$ cat src/rtl/bus_uart_tx_if.sv
// rtl/bus_uart_tx_if.sv - peripheral write bus bundle between the pipeline and the UART transmitter
interface bus_uart_tx_if;
   logic [31:0] bus_din;
   logic [31:0] bus_addr;
   logic        bus_write_valid;
   logic        bus_write_ready;

   modport master (
      output bus_din,
      output bus_addr,
      output bus_write_valid,
      input  bus_write_ready
   );

   modport slave (
      input  bus_din,
      input  bus_addr,
      input  bus_write_valid,
      output bus_write_ready
   );
endinterface

$ cat src/rtl/bus_uart_tx.sv
// rtl/bus_uart_tx.sv - memory-mapped 8N1 UART transmitter with byte FIFO and programmable divisor
module bus_uart_tx #(
   parameter int FIFO_DEPTH      = 16,
   parameter int DEFAULT_DIVISOR = 868,
   parameter int DIV_WIDTH       = 16
) (
   input  logic                            clk,
   input  logic                            reset,
   bus_uart_tx_if.slave                    bus,
   output logic                            uart_tx,
   output logic                            tx_busy,
   output logic [$clog2(FIFO_DEPTH+1)-1:0] fifo_count
);
   localparam int CNT_W = $clog2(FIFO_DEPTH + 1);
   localparam int PTR_W = (FIFO_DEPTH > 1) ? $clog2(FIFO_DEPTH) : 1;
   localparam logic [DIV_WIDTH-1:0] DIV_RESET = DIV_WIDTH'(DEFAULT_DIVISOR);

   typedef enum logic [1:0] {IDLE, START, DATA, STOP} state_t;

   state_t               state_q, state_d;
   logic [7:0]           fifo_mem_q [FIFO_DEPTH];
   logic [PTR_W-1:0]     wr_ptr_q, wr_ptr_d;
   logic [PTR_W-1:0]     rd_ptr_q, rd_ptr_d;
   logic [CNT_W-1:0]     count_q, count_d;
   logic [DIV_WIDTH-1:0] divisor_q, divisor_d;
   logic [DIV_WIDTH-1:0] bit_len_q, bit_len_d;
   logic [DIV_WIDTH-1:0] baud_q, baud_d;
   logic [7:0]           shift_q, shift_d;
   logic [2:0]           bit_idx_q, bit_idx_d;
   logic                 tx_q, tx_d;

   logic is_txdata, is_divisor, fifo_full, fifo_empty;
   logic accept, push, pop, bit_end;
   logic unused_bus_bits;

   // Only addr[3:2] is decoded; the rest of the bus word is don't-care here.
   assign unused_bus_bits = ^{bus.bus_addr[31:4], bus.bus_addr[1:0], bus.bus_din};

   assign is_txdata  = (bus.bus_addr[3:2] == 2'd0);
   assign is_divisor = (bus.bus_addr[3:2] == 2'd1);
   assign fifo_full  = (count_q == CNT_W'(FIFO_DEPTH));
   assign fifo_empty = (count_q == '0);

   // Ready depends on address and full flag only so the pipeline stall cannot loop back through valid.
   assign bus.bus_write_ready = !(is_txdata && fifo_full);
   assign accept  = bus.bus_write_valid && bus.bus_write_ready;
   assign push    = accept && is_txdata;
   assign pop     = (state_q == IDLE) && !fifo_empty;
   assign bit_end = (baud_q == '0);

   assign uart_tx    = tx_q;
   assign fifo_count = count_q;
   assign tx_busy    = (state_q != IDLE) || !fifo_empty;

   // FIFO bookkeeping and divisor register next state.
   always_comb begin
      wr_ptr_d  = wr_ptr_q;
      rd_ptr_d  = rd_ptr_q;
      count_d   = count_q;
      divisor_d = divisor_q;
      if (push) begin
         wr_ptr_d = wr_ptr_q + 1'b1;
      end
      if (pop) begin
         rd_ptr_d = rd_ptr_q + 1'b1;
      end
      if (push && !pop) begin
         count_d = count_q + 1'b1;
      end else if (pop && !push) begin
         count_d = count_q - 1'b1;
      end
      if (accept && is_divisor) begin
         divisor_d = (bus.bus_din[DIV_WIDTH-1:0] == '0) ? DIV_WIDTH'(1) : bus.bus_din[DIV_WIDTH-1:0];
      end
   end

   // Frame sequencer: next state, shifter, baud counter and registered line value.
   always_comb begin
      state_d   = state_q;
      shift_d   = shift_q;
      bit_idx_d = bit_idx_q;
      bit_len_d = bit_len_q;
      baud_d    = baud_q;
      tx_d      = tx_q;
      case (state_q)
         IDLE: begin
            tx_d = 1'b1;
            if (pop) begin
               shift_d   = fifo_mem_q[rd_ptr_q];
               bit_len_d = divisor_q;
               baud_d    = divisor_q - 1'b1;
               state_d   = START;
               tx_d      = 1'b0;
            end
         end
         START: begin
            if (bit_end) begin
               baud_d    = bit_len_q - 1'b1;
               bit_idx_d = 3'd0;
               state_d   = DATA;
               tx_d      = shift_q[0];
            end else begin
               baud_d = baud_q - 1'b1;
            end
         end
         DATA: begin
            if (bit_end) begin
               baud_d    = bit_len_q - 1'b1;
               shift_d   = shift_q >> 1;
               bit_idx_d = bit_idx_q + 1'b1;
               if (bit_idx_q == 3'd7) begin
                  state_d = STOP;
                  tx_d    = 1'b1;
               end else begin
                  tx_d = shift_q[1];
               end
            end else begin
               baud_d = baud_q - 1'b1;
            end
         end
         STOP: begin
            if (bit_end) begin
               baud_d  = bit_len_q - 1'b1;
               state_d = IDLE;
               tx_d    = 1'b1;
            end else begin
               baud_d = baud_q - 1'b1;
            end
         end
         default: begin
            state_d = IDLE;
            tx_d    = 1'b1;
         end
      endcase
   end

   // State registers with synchronous reset; a reset mid-frame abandons the frame and the queue.
   always_ff @(posedge clk) begin
      if (reset) begin
         state_q   <= IDLE;
         tx_q      <= 1'b1;
         wr_ptr_q  <= '0;
         rd_ptr_q  <= '0;
         count_q   <= '0;
         divisor_q <= DIV_RESET;
         bit_len_q <= DIV_RESET;
         baud_q    <= '0;
         shift_q   <= '0;
         bit_idx_q <= '0;
      end else begin
         state_q   <= state_d;
         tx_q      <= tx_d;
         wr_ptr_q  <= wr_ptr_d;
         rd_ptr_q  <= rd_ptr_d;
         count_q   <= count_d;
         divisor_q <= divisor_d;
         bit_len_q <= bit_len_d;
         baud_q    <= baud_d;
         shift_q   <= shift_d;
         bit_idx_q <= bit_idx_d;
      end
   end

   // FIFO storage; contents are meaningless while count is zero so it needs no reset.
   always_ff @(posedge clk) begin
      if (push) begin
         fifo_mem_q[wr_ptr_q] <= bus.bus_din[7:0];
      end
   end
endmodule

$ cat src/flat_wrapper.sv
// flat-port wrapper written by rule: the top's interface ports become plain ports
module bus_uart_tx_flat 
#(
   parameter int FIFO_DEPTH      = 16,
   parameter int DEFAULT_DIVISOR = 868,
   parameter int DIV_WIDTH       = 16
)
  (clk, reset, uart_tx, tx_busy, fifo_count, bus_bus_din, bus_bus_addr, bus_bus_write_valid, bus_bus_write_ready);
  bus_uart_tx_if bus_i ();
  input  logic clk;
  input  logic reset;
  output logic uart_tx;
  output logic tx_busy;
  output logic [$clog2(FIFO_DEPTH+1)-1:0] fifo_count;
  input wire logic [$bits(bus_i.bus_din)-1:0] bus_bus_din;
  input wire logic [$bits(bus_i.bus_addr)-1:0] bus_bus_addr;
  input wire logic [$bits(bus_i.bus_write_valid)-1:0] bus_bus_write_valid;
  output wire logic [$bits(bus_i.bus_write_ready)-1:0] bus_bus_write_ready;
  assign bus_i.bus_din = bus_bus_din;
  assign bus_i.bus_addr = bus_bus_addr;
  assign bus_i.bus_write_valid = bus_bus_write_valid;
  assign bus_bus_write_ready = bus_i.bus_write_ready;
  bus_uart_tx #(.FIFO_DEPTH(FIFO_DEPTH), .DEFAULT_DIVISOR(DEFAULT_DIVISOR), .DIV_WIDTH(DIV_WIDTH)) u_core (.clk(clk), .reset(reset), .bus(bus_i), .uart_tx(uart_tx), .tx_busy(tx_busy), .fifo_count(fifo_count));
endmodule
$ cat config.mk
export PLATFORM = sky130hd
export DESIGN_NAME = bus_uart_tx_flat
export DESIGN_NICKNAME = d
export VERILOG_FILES = /design/src/rtl/bus_uart_tx_if.sv /design/src/rtl/bus_uart_tx.sv /design/src/flat_wrapper.sv
export SDC_FILE = /design/constraint.sdc
export NUM_CORES = 1
export LEC_CHECK = 0
export CORE_AREA = 2 2 123 125
export DETAILED_ROUTE_END_ITERATION = 12
export DIE_AREA = 0 0 125 127
export PLACE_DENSITY_LB_ADDON = 0.08
export SLEW_MARGIN = 20
export SYNTH_ARGS = -nofsm -noshare
export SYNTH_HDL_FRONTEND = slang
export SYNTH_SLANG_ARGS = --single-unit
$ cat constraint.sdc
create_clock -name clk -period 7.5 [get_ports clk]
set_clock_uncertainty 0.05 [all_clocks]
set_input_delay 1.125 -clock clk [delete_from_list [all_inputs] [get_ports clk]]
set_output_delay 1.125 -clock clk [all_outputs]
set_load 0.005 [all_outputs]
# Word-level counts from Yosys, hierarchy flattened
# Memories as Yosys holds them, arrays and structs flattened. A register that Yosys moved wholly into a read port is not among the register bits.
# Index checks and enable logic that the tools add are counted.
# op_classes
n_addsub,8
n_mul,0
div_mod_pow,0
n_lt_le_gt_ge,0
eq_ne,11
n_shift,0
n_mux,28
bitwise_logic,0
reduce_logical,27
# ops
operator,count
$mux 16,3
$sub 16x1->16 const B,3
$logic_not 16->1,2
$pmux 16 s2,1
$mux 8,2
$pmux 8 s2,1
$mux 2,5
$mux 5,2
$ne 2x1->1 const B,5
$reduce_and 3->1,3
$add 4x1->4 const B,2
$mux 4,2
$pmux 2 s4,1
$reduce_bool 2->1,4
$logic_and 1x1->1,7
$mux 1,7
$mux 3,2
$pmux 3 s2,1
$add 5x1->5 const B,1
$eq 5x5->1 const B,1
$logic_not 5->1,1
$reduce_and 5->1,1
$sub 5x1->5 const B,1
$eq 2x1->1 const B,2
other kinds (9),14
# totals
regBits,75
latchBits,0
ram_bits,128
romBits,0
input_bits,67
word_cells,85
n_memories,1
# mem_list
memory,words,width,read_ports,rd_ports_with_merged_regs,write_ports,line_no,text
u_core.fifo_mem_q,16,8,1,1,1,bus_uart_tx.sv:21,logic [7:0] fifo_mem_q [FIFO_DEPTH];

# Longest topological paths before layout
# Gate-level depths: netlist (run 1).
# logic_depth
ltp_word,9
ltp_mapped,14

# Worst setup path before layout (run 1)
# No wires, ideal clock.
# synth_timing
path_kind,input -> register
start,input bus_bus_addr[3]
end,register u_core.count_q[4] (netlist: u_core.fifo_count[4])
setup_ns,0.070
arrival_ns,3.282
required_ns,7.380
slack_ns,4.097
cell_stages,11
path_buffers,0
path_cell_list,nor2_1 > nand2_1 > a21oi_1 > ha_1 > inv_1 > fa_1 > a21o_1 > a21oi_1 > xnor2_1 > or3_1 > a21oi_1
# synth_between
elab_chain_cells,8
word_cells_on_any_way,10
# synth_lines
element,line_no,text
"start, declared",flat_wrapper.sv:16,input wire logic [$bits(bus_i.bus_addr)-1:0] bus_bus_addr;
$logic_not 2->1 *,bus_uart_tx.sv:39,assign is_txdata = (bus.bus_addr[3:2] == 2'd0);
$logic_and 1x1->1,bus_uart_tx.sv:45,assign bus.bus_write_ready = !(is_txdata && fifo_full);
$logic_not 1->1,bus_uart_tx.sv:45,
$logic_and 1x1->1,bus_uart_tx.sv:46,assign accept = bus.bus_write_valid && bus.bus_write_ready;
$logic_and 1x1->1 *,bus_uart_tx.sv:47,assign push = accept && is_txdata;
named net u_core.push,bus_uart_tx.sv:33,"logic accept, push, pop, bit_end;"
$logic_not 1->1,bus_uart_tx.sv:69,end else if (pop && !push) begin
$logic_and 1x1->1,bus_uart_tx.sv:69,
$reduce_bool 2->1 (no source line),--,
"end signal, assigned",bus_uart_tx.sv:155,count_q <= count_d;
"end, declared",bus_uart_tx.sv:24,"logic [CNT_W-1:0] count_q, count_d;"
# Mark *: on every way through the listed nets, which the timed path passes. The rest lies on a longest branch.
# A chain may end at the register's enable or synchronous reset.

# Worst setup path after layout (run 1)
# layout_timing
start,register u_core.count_q[0] (netlist: u_core.fifo_count[0])
end,output tx_busy
# layout_between
elab_chain_cells,3
# layout_lines
element,line_no,text
$logic_not 5->1,bus_uart_tx.sv:42,assign fifo_empty = (count_q == '0);
$logic_not 1->1,bus_uart_tx.sv:53,assign tx_busy = (state_q != IDLE) || !fifo_empty;
$logic_or 1x1->1,bus_uart_tx.sv:53,
"end, declared",flat_wrapper.sv:13,output logic tx_busy;
# Every way passes these cells.

==> results of run 1 <==
==> metrics by stage <==
stage	hold slack, ps	cells	area, um^2	setup WS (ps)
floorplan	386	668	8800	4100
global placement	395	850	9230	3440
detailed placement	401	850	9230	3300
CTS	410	890	10000	3660
global route	448	890	10000	3570
finish	410	890	10000	3650
==> final timing paths <==
kind,endpoint,slack [ps],cells past startpoint
worst min register to register,u_core.bit_len_q[15]$_SDFFE_PP0P_,410,2
worst max register to register,u_core.baud_q[14]$_SDFFE_PP0N_,3980,10
worst max-delay path,tx_busy,3650,5
worst min-delay path,u_core.bit_len_q[15]$_SDFFE_PP0P_,410,2
==> metal layers <==
layer	vias to the layer above	share of wire, %	GRT usage [%]
met5	-	0	0
met4	0	2.0	5.36
met3	31	5.9	3.73
met2	188	47	40.2
met1	2807	46	37.4
li1	2571	-	-
==> layout by cell type (no fill, tap or decap), types with 8 or more instances in the layout <==
cell type	count
a211oi_1	15
nor2_1	75
a21oi_1	38
xor2_1	9
o21ai_0	13
nand2_1	67
nand3b_1	8
buf_4	9
dfxtp_1	77
nor3_1	8
clkbuf_16	23
mux4_2	40
nor4_1	8
edfxtp_1	128
mux2i_1	10
ha_1	17
clkdlybuf4s50_1	27
inv_1	9
==> layout make-up <==
cell class                      instances  area, um^2  area share (%)
Inverter                                9        33.8           0.337
Clock buffer                           27         611            6.09
Timing Repair Buffer                   37         343            3.42
Clock inverter                         13         190            1.90
Sequential cell                       207        5430            54.1
Multi-Input combinational cell        413        3190            31.8
Tap cell                              184         230            2.30
==> power groups by stage <==
| stage | logic, uW | registers [uW] | clock network [uW] |
|---|---|---|---|
| floorplan | 873 | 1400 | 0 |
| global placement | 1100 | 1450 | 0 |
| detailed placement | 1140 | 1460 | 0 |
| CTS | 1150 | 1430 | 1200 |
| global route | 1270 | 1450 | 1230 |
| finish | 1160 | 1440 | 1180 |
==> worst register-to-register path: stages (launching register included) <==
cell      delay (ps)
dfxtp_1          330
inv_1            120
ha_1             160
buf_4            320
inv_1            360
nor4_1           350
a21oi_1          120
nor3b_1          680
nand2_1          160
or4_1            500
a311oi_1         280
==> state kept, by name, indices dropped and copies added (netlist names), named ones only <==
signal,count
u_core.baud_q,16
u_core.bit_idx_q,3
u_core.bit_len_q,16
u_core.divisor_q,16
u_core.fifo_count,5
u_core.fifo_mem_q,128
u_core.rd_ptr_q,4
u_core.shift_q,8
u_core.state_q,2
u_core.uart_tx,1
u_core.wr_ptr_q,4
==> cells by family (layout without fill, tap and decap cells) <==
family	after synthesis	after routing	share of synthesized area [%]
adder cells (fa/ha/maj)	18	18	2.65
AO/OA/AOI/OAI	109	109	8.28
multiplexers	57	57	12.3
AND/OR/NAND/NOR	213	213	11.3
XOR/XNOR	16	16	1.59
flip-flops	207	207	61.7
buffers and inverters	48	86	2.26
==> impl_metrics.json, run 1 <==
{
  "setup_violations": 0,
  "finalHoldViolations": 0,
  "synth_nets": 753,
  "die_x_um": 125,
  "numCtsBuffers": 22,
  "grt_antenna_before_repair": 0,
  "drt-total-wl_mm": 19.5,
  "yosys_warnings": 0,
  "clkSlewWorstSetupHoldPaths_ps": 60,
  "n_antenna_cell": 0,
  "p_int_uw": 2550,
  "critPathTopFamily": "simple AND/OR/NAND/NOR gates",
  "worst-path-max-fanout": 7,
  "synth_area_leaders": "edfxtp_1 44%, dfxtp_1 18%, mux4_2 10%, nor2_1 3.2%, nand2_1 2.9%",
  "final_layout_size_suffix_gt1_share_pct": 14.6,
  "grt_max_degree": 80,
  "clk_path_buf_depth": 3,
  "initial_core_util_pct": 61.0,
  "die_area_um2": 15900,
  "utilization_pct": 69.5,
  "ios": 75,
  "relSlewSlack_pct": 32.1,
  "grt_pass1_vias": 5581,
  "track_usage_pct": 25.1,
  "crit_chain": "or4_1 -> nor2_1 -> and2_1 -> inv_1 -> clkdlybuf4s50_1",
  "netlist_instances": 668,
  "clk_latency_ps": 500,
  "reg2reg_from": "u_core.state_q[0]$_SDFFE_PP0P_",
  "p_sw_share_pct": 32.4,
  "portBuffers": 28,
  "antenna_left": 0,
  "post-synth-top-count-cell": "edfxtp_1",
  "dp_hpwl_mm": 12.4,
  "required_ps": 6320,
  "routed_via_density": 6.29,
  "fin_nets": 775,
  "synth-main-ff-cell": "edfxtp_1",
  "synth-async-reset-ratio_pct": 0,
  "worst_pin_slew_ps": 1010,
  "syn_to_final_growth_pct": 14.0,
  "wl_per_cell_um": 21.9,
  "min_path_type": "reg2reg",
  "ctsResizeCount": 0,
  "finalSetupTns_ps": 0,
  "synth-edff-count": 128,
  "rows": 44,
  "finalPower_uw": 3770,
  "critPathKind": "reg2out",
  "slowest_stage": "or4_1",
  "clock_power_share_pct": 31.3,
  "min_from": "u_core.bit_len_q[15]$_SDFFE_PP0P_",
  "critical_path_buf_inv_count": 2,
  "combPwrFrac_pct": 30.7,
  "yosysTopAreaCell": "edfxtp_1",
  "arrival_ps": 2680,
  "core_region_area_um2": 14400,
  "crit_path_start_kind": "register",
  "leakage_uw": 0.00338,
  "max_cap_violations": 0,
  "drc": 0,
  "grt.overflow.total": 0,
  "syn_avg_cell_area_um2": 13.2,
  "ys_seq_elements": 207,
  "ys_types": 57,
  "gp_congestion": 0.838,
  "critPathLaunch": "u_core.fifo_count[0]$_SDFFE_PP0P_",
  "fin_crit_sh_pct": 51.4,
  "critical-path-max-stage-delay_ps": 570,
  "fmaxAchievable_ghz": 0.260,
  "yosys-top-cells-count": "128 x edfxtp_1, 79 x dfxtp_1, 75 x nor2_1, 67 x nand2_1, 40 x mux4_2",
  "status": "complete, no violations",
  "syn_area_um2": 8800,
  "slew_viol_final": 0,
  "post-route-min-period_ps": 3850,
  "seq_power_share_pct": 38.1,
  "n_fill_cell": 1053,
  "cts_max_level": 1,
  "grt_first_pass_wirelength_mm": 30.8,
  "p_sw_uw": 1220,
  "cts-hold-fix-buffers": 0,
  "die_h_um": 127,
  "drt_first_pass_iters": 5,
  "cts_tree": "built",
  "rsz0062_at_grt": "no",
  "end_kind": "primary output",
  "vias": 5597,
  "clock_sinks": 207,
  "post_cts_buffers": 0,
  "clk_root_buffer_cell": "clkbuf_16",
  "ir_drop_mv": 0.244,
  "ys_seq_area_share_pct": 61.7,
  "drtIter0Drc": 543,
  "powerDensity_nw_per_um2": 376,
  "synth_top_area_share_pct": 43.7
}
Note: power is estimated with default switching activity, not from simulation.
==> inputs of run 2 (changes only) <==
- CORE_AREA: 2 2 123 125 -> 2 2 127 129
- DIE_AREA: 0 0 125 127 -> 0 0 129 131
- clock period: 7.5 -> 3.8 ns (I/O delays scaled with it)
==> run 2 against run 1 <==
Against the previous run: clock-buffer cell count decreased by 2; non-clock buffer count is 17 higher; die area grew 6.5%; first-iteration DRC count decreased by 37%; via count down 1.5%; largest cell class unchanged; setup slack worse by 3100 ps.
==> impl_metrics.json, run 2 (synthesis results as in run 1) <==
{
  "setup_violations": 0,
  "vias": 5512,
  "cts-hold-fix-buffers": 0,
  "finalSetupTns_ps": 0,
  "ir_drop_mv": 0.535,
  "n_fill_cell": 1132,
  "wl_per_cell_um": 20.4,
  "die_h_um": 131,
  "gp_congestion": 0.797,
  "rows": 46,
  "holdWs_ps": 411,
  "die_x_um": 129,
  "syn_to_final_growth_pct": 15.5,
  "post_cts_buffers": 0,
  "cts_max_level": 1,
  "fmaxAchievable_ghz": 0.306,
  "clock_sinks": 207,
  "slew_viol_final": 0,
  "mostFrequentLayoutCells": "128 x edfxtp_1, 78 x dfxtp_1, 75 x nor2_1",
  "drc": 0,
  "clk_path_buf_depth": 3,
  "powerDensity_nw_per_um2": 724,
  "top_register": "u_core.fifo_mem_q",
  "cts_tree": "built",
  "initial_core_util_pct": 56.4,
  "fin_crit_sh_pct": 86.0,
  "track_usage_pct": 23.8,
  "grt_pass1_vias": 5450,
  "relSlewSlack_pct": 40.8,
  "clk_latency_ps": 500,
  "status": "complete, no violations",
  "required_ps": 3180,
  "ctsResizeCount": 0,
  "min_path_type": "reg2reg",
  "finalHoldViolations": 0,
  "core_region_area_um2": 15600,
  "layout_commonest_cell": "edfxtp_1",
  "crit_path_start_kind": "register",
  "drtIter0Drc": 341,
  "post-route-min-period_ps": 3270,
  "drt-total-wl_mm": 19.2,
  "grt_antenna_before_repair": 1,
  "dp_hpwl_mm": 12.5,
  "critPathKind": "reg2out",
  "grt_first_pass_wirelength_mm": 30.3,
  "drt_first_pass_iters": 5,
  "antenna_left": 0,
  "clk_root_buffer_cell": "clkbuf_16",
  "arrival_ps": 2650,
  "grt.overflow.total": 0,
  "fin_ws_ps": 532,
  "end_kind": "primary output",
  "fin_nets": 793,
  "clkSlewWorstSetupHoldPaths_ps": 60,
  "pre_cts_ws_ps": 542,
  "worst-path-max-fanout": 7,
  "final_layout_size_suffix_gt1_share_pct": 16.0,
  "numCtsBuffers": 23,
  "rsz0062_at_grt": "no",
  "portBuffers": 28,
  "leakage_uw": 0.00343,
  "ios": 75,
  "die_area_um2": 16900,
  "largest_reg_flops": 128,
  "worst_pin_slew_ps": 880,
  "routed_via_density": 5.85,
  "max_cap_violations": 0,
  "grt_max_degree": 47
}
run 2: per-stage QoR:
step	instance area (um^2)	power, uW	std cells	utilization [%]
after CTS	10200	7400	941	65.1
final	10200	7350	942	65.1
after global routing	10200	7750	941	65.1
after detailed placement	9390	5150	899	60.2
after global placement	9390	5080	899	60.2
after floorplan	8800	4490	668	-
run 2: final timing paths:
check,from,endpoint,slack (ps),cells after the start
setup / recovery,u_core.fifo_count[0]$_SDFFE_PP0P_,tx_busy,530,5
hold / removal,u_core.bit_len_q[10]$_SDFFE_PP0P_,u_core.bit_len_q[10]$_SDFFE_PP0P_,410,2
setup reg to reg,u_core.state_q[0]$_SDFFE_PP0P_,u_core.baud_q[15]$_SDFFE_PP0N_,560,8
hold reg to reg,u_core.bit_len_q[10]$_SDFFE_PP0P_,u_core.bit_len_q[10]$_SDFFE_PP0P_,410,2
run 2: per-layer routing:
layer  global-route usage, %  wire length, um
met5                       0                0
met4                    6.20              423
met3                    4.15              954
met2                    39.9             9530
met1                    32.6             8270
run 2: layout make-up:
cell class	instances	area [um^2]	share of cell area, %
flip-flops and latches	207	5430	53.4
multi-input cells	413	3170	31.2
clock buffers	25	583	5.74
repair buffers	54	483	4.75
well taps	216	270	2.66
clock inverters	17	188	1.85
inverters	9	33.8	0.333
diodes	1	2.50	0.0246
run 2: power by group:
group	total [uW]	internal, uW	switching [uW]
clock	2240	1380	860
combinational	2340	1010	1330
sequential	2780	2600	181
run 2: critical path: stages (launching register included):
cell and delay (ps):
dfxtp_1 370, or4_1 540, nor2_1 290, and2_1 390, inv_1 90, clkdlybuf4s50_1 450
==> inputs of run 3 (changes only) <==
- SETUP_SLACK_MARGIN: unset -> 0.1
==> results of run 3 <==
No change in the layout: final DEF, timing and power equal those of run 2.
